$ cat src/rtl/alu_share_ctrl_pkg.sv
// Shared opcode constants, FSM state encoding and flag helpers for the
// shared-ALU sequencer and anything that decodes the same opcode space.
package alu_share_ctrl_pkg;

    typedef enum logic [1:0] {
        ST_IDLE  = 2'd0,
        ST_ISSUE = 2'd1,
        ST_RESP  = 2'd2
    } state_t;

    localparam logic [2:0] OP_NOP = 3'b000;
    localparam logic [2:0] OP_ADD = 3'b001;
    localparam logic [2:0] OP_SUB = 3'b010;
    localparam logic [2:0] OP_AND = 3'b011;
    localparam logic [2:0] OP_OR  = 3'b100;
    localparam logic [2:0] OP_XOR = 3'b101;
    localparam logic [2:0] OP_NOT = 3'b110;
    localparam logic [2:0] OP_BAD = 3'b111;

    function automatic logic op_is_valid(input logic [2:0] op);
        return (op != OP_NOP) && (op != OP_BAD);
    endfunction

    // Signed overflow from operand and result sign bits only; the ALU's own
    // overflow output is deliberately not consulted.
    function automatic logic calc_ovf(input logic [2:0] op, input logic a_s,
                                      input logic b_s, input logic r_s);
        logic ovf;
        ovf = 1'b0;
        if (op == OP_ADD)
            ovf = (a_s == b_s) && (r_s != a_s);
        else if (op == OP_SUB)
            ovf = (a_s != b_s) && (r_s != a_s);
        return ovf;
    endfunction

endpackage

$ cat src/rtl/alu_share_ctrl_if.sv
// Request, response and ALU-side signals of the shared-ALU sequencer.
// Handshakes: a transfer happens on a rising clk edge where valid and ready are both 1;
// the source holds valid and payload stable until then and never withdraws valid.
interface alu_share_ctrl_if;
    logic        req0_valid;
    logic        req0_ready;
    logic [2:0]  req0_op;
    logic [31:0] req0_a;
    logic [31:0] req0_b;
    logic        req1_valid;
    logic        req1_ready;
    logic [2:0]  req1_op;
    logic [31:0] req1_a;
    logic [31:0] req1_b;
    logic        resp0_valid;
    logic        resp0_ready;
    logic        resp1_valid;
    logic        resp1_ready;
    logic [31:0] resp_data;
    logic        resp_zero;
    logic        resp_neg;
    logic        resp_ovf;
    logic        resp_err;
    logic        busy;
    logic [2:0]  alu_opcode;
    logic [32:0] alu_operand1;
    logic [32:0] alu_operand2;
    logic [31:0] alu_res_out;

    // master: requesters plus the combinational ALU; slave: the sequencer
    modport master (
        output req0_valid, req0_op, req0_a, req0_b,
        output req1_valid, req1_op, req1_a, req1_b,
        output resp0_ready, resp1_ready, alu_res_out,
        input  req0_ready, req1_ready, resp0_valid, resp1_valid,
        input  resp_data, resp_zero, resp_neg, resp_ovf, resp_err,
        input  busy, alu_opcode, alu_operand1, alu_operand2
    );

    modport slave (
        input  req0_valid, req0_op, req0_a, req0_b,
        input  req1_valid, req1_op, req1_a, req1_b,
        input  resp0_ready, resp1_ready, alu_res_out,
        output req0_ready, req1_ready, resp0_valid, resp1_valid,
        output resp_data, resp_zero, resp_neg, resp_ovf, resp_err,
        output busy, alu_opcode, alu_operand1, alu_operand2
    );
endinterface

$ cat src/rtl/alu_share_ctrl_rr_arbiter.sv
// Two-way combinational grant with a registered last-grant pointer.
// last_q = 1 means req1 won most recently, so req0 wins the next tie in round-robin mode.
module alu_rr_arbiter #(
    parameter int ARB_MODE = 0,
    parameter bit RST_LAST = 1'b1
) (
    input  logic clk,
    input  logic rst,
    input  logic valid0,
    input  logic valid1,
    input  logic advance,
    output logic grant0,
    output logic grant1
);

    logic last_q;

    always_comb begin
        grant0 = 1'b0;
        grant1 = 1'b0;
        if (valid0 && valid1) begin
            if (ARB_MODE == 1 || last_q)
                grant0 = 1'b1;
            else
                grant1 = 1'b1;
        end else begin
            grant0 = valid0;
            grant1 = valid1;
        end
    end

    always_ff @(posedge clk or posedge rst) begin
        if (rst)
            last_q <= RST_LAST;
        else if (advance)
            last_q <= grant1;
    end

endmodule

$ cat src/rtl/alu_share_ctrl.sv
// Shares one combinational ALU between two requesters: arbitrate, issue for one
// cycle, capture the result with locally derived flags, and hold it until accepted.
module alu_share_ctrl
    import alu_share_ctrl_pkg::*;
#(
    parameter int ARB_MODE = 0,
    parameter bit RST_LAST = 1'b1
) (
    input  logic             clk,
    input  logic             rst,
    alu_share_ctrl_if.slave  bus,
    output state_t           dbg_state
);

    state_t      state;
    logic        owner_q;
    logic [2:0]  op_q;
    logic        a_sign_q;
    logic        b_sign_q;
    logic        grant0;
    logic        grant1;
    logic        fire;
    logic [2:0]  sel_op;
    logic [31:0] sel_a;
    logic [31:0] sel_b;
    logic        resp_take;

    alu_rr_arbiter #(
        .ARB_MODE (ARB_MODE),
        .RST_LAST (RST_LAST)
    ) u_arb (
        .clk     (clk),
        .rst     (rst),
        .valid0  (bus.req0_valid),
        .valid1  (bus.req1_valid),
        .advance (fire),
        .grant0  (grant0),
        .grant1  (grant1)
    );

    assign fire           = (state == ST_IDLE) && (grant0 || grant1);
    assign bus.req0_ready = (state == ST_IDLE) && grant0;
    assign bus.req1_ready = (state == ST_IDLE) && grant1;
    assign sel_op         = grant1 ? bus.req1_op : bus.req0_op;
    assign sel_a          = grant1 ? bus.req1_a  : bus.req0_a;
    assign sel_b          = grant1 ? bus.req1_b  : bus.req0_b;
    assign resp_take      = owner_q ? bus.resp1_ready : bus.resp0_ready;
    assign dbg_state      = state;

    always_ff @(posedge clk or posedge rst) begin
        if (rst) begin
            state            <= ST_IDLE;
            owner_q          <= 1'b0;
            op_q             <= OP_NOP;
            a_sign_q         <= 1'b0;
            b_sign_q         <= 1'b0;
            bus.busy         <= 1'b0;
            bus.alu_opcode   <= OP_NOP;
            bus.alu_operand1 <= '0;
            bus.alu_operand2 <= '0;
            bus.resp0_valid  <= 1'b0;
            bus.resp1_valid  <= 1'b0;
            bus.resp_data    <= '0;
            bus.resp_zero    <= 1'b0;
            bus.resp_neg     <= 1'b0;
            bus.resp_ovf     <= 1'b0;
            bus.resp_err     <= 1'b0;
        end else begin
            case (state)
                ST_IDLE: begin
                    if (fire) begin
                        owner_q  <= grant1;
                        op_q     <= sel_op;
                        a_sign_q <= sel_a[31];
                        b_sign_q <= sel_b[31];
                        bus.busy <= 1'b1;
                        // Invalid opcodes never reach the ALU; it sees a quiet NOP.
                        if (op_is_valid(sel_op)) begin
                            bus.alu_opcode   <= sel_op;
                            bus.alu_operand1 <= {1'b0, sel_a};
                            bus.alu_operand2 <= {1'b0, sel_b};
                        end
                        state <= ST_ISSUE;
                    end
                end

                ST_ISSUE: begin
                    bus.alu_opcode   <= OP_NOP;
                    bus.alu_operand1 <= '0;
                    bus.alu_operand2 <= '0;
                    if (op_is_valid(op_q)) begin
                        bus.resp_data <= bus.alu_res_out;
                        bus.resp_zero <= (bus.alu_res_out == 32'd0);
                        bus.resp_neg  <= bus.alu_res_out[31];
                        bus.resp_ovf  <= calc_ovf(op_q, a_sign_q, b_sign_q,
                                                  bus.alu_res_out[31]);
                        bus.resp_err  <= 1'b0;
                    end else begin
                        bus.resp_data <= '0;
                        bus.resp_zero <= 1'b1;
                        bus.resp_neg  <= 1'b0;
                        bus.resp_ovf  <= 1'b0;
                        bus.resp_err  <= 1'b1;
                    end
                    bus.resp0_valid <= ~owner_q;
                    bus.resp1_valid <= owner_q;
                    state           <= ST_RESP;
                end

                ST_RESP: begin
                    // Only the owner's ready completes the response.
                    if (resp_take) begin
                        bus.resp0_valid <= 1'b0;
                        bus.resp1_valid <= 1'b0;
                        bus.busy        <= 1'b0;
                        state           <= ST_IDLE;
                    end
                end

                default: begin
                    bus.resp0_valid <= 1'b0;
                    bus.resp1_valid <= 1'b0;
                    bus.busy        <= 1'b0;
                    state           <= ST_IDLE;
                end
            endcase
        end
    end

endmodule

$ cat src/flat_wrapper.sv
// flat-port wrapper written by rule: the top's interface ports become plain ports
module alu_share_ctrl_flat import alu_share_ctrl_pkg::*;
#(
    parameter int ARB_MODE = 0,
    parameter bit RST_LAST = 1'b1
)
  (clk, rst, dbg_state, bus_req0_valid, bus_req0_op, bus_req0_a, bus_req0_b, bus_req1_valid, bus_req1_op, bus_req1_a, bus_req1_b, bus_resp0_ready, bus_resp1_ready, bus_alu_res_out, bus_req0_ready, bus_req1_ready, bus_resp0_valid, bus_resp1_valid, bus_resp_data, bus_resp_zero, bus_resp_neg, bus_resp_ovf, bus_resp_err, bus_busy, bus_alu_opcode, bus_alu_operand1, bus_alu_operand2);
  alu_share_ctrl_if bus_i ();
  input  logic clk;
  input  logic rst;
  output state_t dbg_state;
  input wire logic [$bits(bus_i.req0_valid)-1:0] bus_req0_valid;
  input wire logic [$bits(bus_i.req0_op)-1:0] bus_req0_op;
  input wire logic [$bits(bus_i.req0_a)-1:0] bus_req0_a;
  input wire logic [$bits(bus_i.req0_b)-1:0] bus_req0_b;
  input wire logic [$bits(bus_i.req1_valid)-1:0] bus_req1_valid;
  input wire logic [$bits(bus_i.req1_op)-1:0] bus_req1_op;
  input wire logic [$bits(bus_i.req1_a)-1:0] bus_req1_a;
  input wire logic [$bits(bus_i.req1_b)-1:0] bus_req1_b;
  input wire logic [$bits(bus_i.resp0_ready)-1:0] bus_resp0_ready;
  input wire logic [$bits(bus_i.resp1_ready)-1:0] bus_resp1_ready;
  input wire logic [$bits(bus_i.alu_res_out)-1:0] bus_alu_res_out;
  output wire logic [$bits(bus_i.req0_ready)-1:0] bus_req0_ready;
  output wire logic [$bits(bus_i.req1_ready)-1:0] bus_req1_ready;
  output wire logic [$bits(bus_i.resp0_valid)-1:0] bus_resp0_valid;
  output wire logic [$bits(bus_i.resp1_valid)-1:0] bus_resp1_valid;
  output wire logic [$bits(bus_i.resp_data)-1:0] bus_resp_data;
  output wire logic [$bits(bus_i.resp_zero)-1:0] bus_resp_zero;
  output wire logic [$bits(bus_i.resp_neg)-1:0] bus_resp_neg;
  output wire logic [$bits(bus_i.resp_ovf)-1:0] bus_resp_ovf;
  output wire logic [$bits(bus_i.resp_err)-1:0] bus_resp_err;
  output wire logic [$bits(bus_i.busy)-1:0] bus_busy;
  output wire logic [$bits(bus_i.alu_opcode)-1:0] bus_alu_opcode;
  output wire logic [$bits(bus_i.alu_operand1)-1:0] bus_alu_operand1;
  output wire logic [$bits(bus_i.alu_operand2)-1:0] bus_alu_operand2;
  assign bus_i.req0_valid = bus_req0_valid;
  assign bus_i.req0_op = bus_req0_op;
  assign bus_i.req0_a = bus_req0_a;
  assign bus_i.req0_b = bus_req0_b;
  assign bus_i.req1_valid = bus_req1_valid;
  assign bus_i.req1_op = bus_req1_op;
  assign bus_i.req1_a = bus_req1_a;
  assign bus_i.req1_b = bus_req1_b;
  assign bus_i.resp0_ready = bus_resp0_ready;
  assign bus_i.resp1_ready = bus_resp1_ready;
  assign bus_i.alu_res_out = bus_alu_res_out;
  assign bus_req0_ready = bus_i.req0_ready;
  assign bus_req1_ready = bus_i.req1_ready;
  assign bus_resp0_valid = bus_i.resp0_valid;
  assign bus_resp1_valid = bus_i.resp1_valid;
  assign bus_resp_data = bus_i.resp_data;
  assign bus_resp_zero = bus_i.resp_zero;
  assign bus_resp_neg = bus_i.resp_neg;
  assign bus_resp_ovf = bus_i.resp_ovf;
  assign bus_resp_err = bus_i.resp_err;
  assign bus_busy = bus_i.busy;
  assign bus_alu_opcode = bus_i.alu_opcode;
  assign bus_alu_operand1 = bus_i.alu_operand1;
  assign bus_alu_operand2 = bus_i.alu_operand2;
  alu_share_ctrl #(.ARB_MODE(ARB_MODE), .RST_LAST(RST_LAST)) u_core (.clk(clk), .rst(rst), .bus(bus_i), .dbg_state(dbg_state));
endmodule
$ cat config.mk
export PLATFORM = sky130hd
export DESIGN_NAME = alu_share_ctrl_flat
export DESIGN_NICKNAME = d
export VERILOG_FILES = /design/src/rtl/alu_share_ctrl_pkg.sv /design/src/rtl/alu_share_ctrl_if.sv /design/src/rtl/alu_share_ctrl_rr_arbiter.sv /design/src/rtl/alu_share_ctrl.sv /design/src/flat_wrapper.sv
export SDC_FILE = /design/constraint.sdc
export NUM_CORES = 1
export LEC_CHECK = 0
export CAP_MARGIN = 20
export CORE_ASPECT_RATIO = 0.5
export CORE_MARGIN = 2
export CORE_UTILIZATION = 40
export DETAILED_ROUTE_END_ITERATION = 8
export PLACE_DENSITY = 0.83
export REMOVE_ABC_BUFFERS = 1
export SYNTH_ARGS = -nofsm -noshare
export SYNTH_HDL_FRONTEND = slang
export SYNTH_HIERARCHICAL = 1
export SYNTH_SLANG_ARGS = --single-unit
export TNS_END_PERCENT = 1
$ cat constraint.sdc
create_clock -name clk -period 10.3 [get_ports clk]
set_input_delay 1.545 -clock clk [delete_from_list [all_inputs] [get_ports clk]]
set_output_delay 1.545 -clock clk [all_outputs]
set_load 0.05 [all_outputs]
==> impl_metrics.csv <==
group,metric,value,unit
global_route,antenna_found_initial,0,
sta,worstMarginPinSlew,955.6,ps
die,die_area,13820,µm²
sta,finalCritPeriodShare,0.5029,
yosys,yosys_warnings,6,
finish,seqCellArea,2854,µm²
placement,gp_congestion,0.8666,
pwr,power,2.818,mW
clock_tree,post-cts-setup-buffers,0,
yosys,synth_edf_count,0,
routing,drt_iter0_markers,212,
routing,first_pass_iters,4,
worst_setup_path,worstSetupEndpointType,"output port",
global_route,grt_pass1_vias,4717,
clock_tree,cts-root-buf,"clkbuf_16",
sta,post-route-min-period,5180,ps
clock_tree,clock_tree.buffer_depth,2,
pwr,power_leakage,3.597,nW
finish,antenna_cells,0,
global_route,grt_pass1_wl,25050,µm
yosys,synth_top_area_frac,0.5503,
die,die_h,84.15,µm
die,fp.dieW,164.3,µm
sta,setup_tns,0,ps
min_path,min_to,"u_core/bus.alu_operand1[20]",
routing,route.detailed.drc,0,
yosys,synthArstFlopShare,1.000,
yosys,ys_seq_elements,114,
global_route,grt_remaining_overflow,0,
worst_setup_path,path_buf_inv,2,
sta,hold_viol,0,
worst_setup_path,critPathMaxStageDelay,800,ps
job,maxCapViolCount,0,
placement,io_buffer_count,281,
pwr,pwr_density_cell,327.1,nW/µm²
die,rows,29,
yosys,syn_inst,403,
clock_tree,numCtsBuffers,17,
sta,maxSlewHeadroom,0.3629,
die,core-area,12590,µm²
routing,viasPerCell,5.260,
yosys,yosys-top-cells-count,"dfrtp_1, mux2i_1, o2bb2ai_1",
sta,drv_slew,0,
worst_setup_path,crit_family,"buffers and inverters",
placement,dp_hpwl,11700,µm
clock_tree,htree_num_levels,4,
yosys,netlist-cell-type-count,42,
worst_setup_path,crit_type,"primary input to output port",
clock_tree,cts_tree,"built",
routing,vias,4529,
die,start_util,0.4081,
worst_setup_path,rr_endpoint,"u_core/bus.alu_operand1[29]",
outcome,status,"complete, no violations",
clock_tree,cts_resized,0,
finish,multi_input_area,2095,µm²
routing,post_drt_wl_per_cell,19.11,µm
min_path,min_path_cells,1,
worst_setup_path,path_cells,"clkdlybuf4s50_1 -> a21boi_4 -> and2_1 -> clkdlybuf4s50_1",
yosys,syn_avg_cell_area,12.75,µm²
finish,fin_nets,850,
min_path,hold_start,"u_core/bus.alu_operand1[20]",
sta,clock_skew,15.35,ps
worst_setup_path,cp_common_cell,"clkdlybuf4s50_1",
clock_tree,clk_pin_slew,50,ps
sta,rsz0062_at_grt,"false",
worst_setup_path,path_max_fanout,16,
worst_setup_path,crit_arrival,3630,ps
routing,routed_wl,16450,µm
worst_setup_path,r2r-start,"u_core/u_arb/last_q",
clock_tree,cts_sinks,114,
sta,fmax,193.1,MHz
routing,ant_nets,0,
worst_setup_path,required,8760,ps
die,io_pins,284,
yosys,ys.flop_type,"dfrtp_1",
global_route,grt_max_degree,64,
worst_setup_path,start_kind,"primary input",
clock_tree,clk_latency,400,ps
yosys,netlist.top_cell.by_area,"dfrtp_1",
min_path,min_path_type,"register to register",
pwr,vdd_drop_max,189.4,µV
worst_setup_path,r2r_cells,8,
sta,setup_violations,0,
global_route,grt.total_usage,0.2335,
yosys,synth.area.top_cells,"dfrtp_1, mux2i_1, o2bb2ai_1",
worst_setup_path,r2r_slack,6900,ps
finish,area_growth,67.69,%
clock_tree,hold_buffers,0,
worst_setup_path,slowest_stage,"clkdlybuf4s50_1",
yosys,syn_area,5139,µm²
finish,drive_gt1_frac,0.07670,
finish,fill_cells,958,
yosys,synth.most_common_cell,"dfrtp_1",
yosys,yosysSeqAreaShare,0.5554,
[sequential cells by signal, indices dropped and copies added, names as in the netlist]
signal and cells:
u_core/bus.alu_operand1 32, u_core/bus.alu_operand2 32, u_core/bus.resp_data 32, u_core/bus.alu_opcode 3, u_core/op_q 3, u_core/dbg_state 2
u_core/a_sign_q 1, u_core/b_sign_q 1, u_core/bus.busy 1, u_core/bus.resp0_valid 1, u_core/bus.resp1_valid 1, u_core/bus.resp_err 1
u_core/bus.resp_ovf 1, u_core/bus.resp_zero 1, u_core/owner_q 1, u_core/u_arb/last_q 1
[worst register-to-register path: stages, from the launching register on]
cell	delay, ps
dfstp_2	390
a21boi_4	550
buf_4	830
nor2_1	410
nor3_1	210
buf_4	230
nand3_2	90
buf_4	320
o2bb2ai_1	290
[routing by layer]
layer  share of wire  track usage  wire length [µm]  up-vias
met3           0.049      0.04002               811       24
met1            0.39       0.2801              6486     2262
met5               0            0                 0        -
met4           0.020      0.07576               327        0
li1                -            -                 -     2109
met2            0.54       0.4283              8829      134
[cells by family (layout without fill, tap and decap cells)]
logic type      after synthesis  after routing  share of synthesized area
mux                          71             71                     0.1405
flops                       114            114                     0.5554
simple gates                 58             58                    0.06355
buf+inv                      38            325                    0.04115
compound gates              121            121                     0.1987
other cells                   1              2                  0.0007298
[layout by cell type (no fill, tap or decap), drive strengths merged, types with 2 or more instances in the layout]
cell type      count
a22o              32
nor3               5
or3b               2
mux2               3
nor2              10
a21boi             2
and3               2
inv                8
o2bb2ai           63
clkbuf            18
clkdlybuf4s50    281
mux2i             68
a221o              3
dfrtp            113
nor4              10
clkinv             5
nand2              8
nand3b             3
o21ai              3
o22ai              2
a21oi              9
nor2b              4
nand4              2
o31ai              2
nand3              3
and4               2
clkinvlp           5
buf                7
nand2b             4
conb               2
[final cells by class]
class                      instances  area share
clock buffer                      18     0.05097
clock inverter                    14     0.01510
inverter                           5    0.002468
multi-input combinational        252      0.2431
sequential                       114      0.3312
tap                              170     0.02468
timing repair buffer             288      0.3325
[metrics by stage]
| stage | hold slack (ps) | utilization | setup WS [ps] | area, µm² | std cells |
|---|---|---|---|---|---|
| 2_1_floorplan | 468.5 | - | 2910 | 4950 | 371 |
| 3_3_place_gp | 470.8 | 0.6392 | 5147 | 8048 | 829 |
| 3_5_place_dp | 472.4 | 0.6392 | 5127 | 8048 | 829 |
| 4_1_cts | 489.7 | 0.6844 | 5119 | 8617 | 861 |
| 5_1_grt | 500.4 | 0.6844 | 5014 | 8617 | 861 |
| 6_report | 486.7 | 0.6844 | 5120 | 8617 | 861 |
[worst max-delay path by stage]
stage,endpoint,start,cells past startpoint,slack [ps]
after detailed placement,bus_req1_ready,bus_req1_valid,4,5130
final,bus_req1_ready,bus_req1_valid,4,5120
after floorplan,u_core/bus.alu_operand1[0],bus_req1_valid,5,2910
after global placement,bus_req1_ready,bus_req1_valid,4,5150
after global routing,bus_req1_ready,bus_req1_valid,4,5010
after CTS,bus_req1_ready,bus_req1_valid,4,5120
[report_power, final]
group	internal, mW	switching, mW	total [mW]
clock	0.340	0.215	0.555
combinational	0.540	0.967	1.51
sequential	0.630	0.127	0.757
total	1.51	1.31	2.82
(Power assumes the default switching activity.)
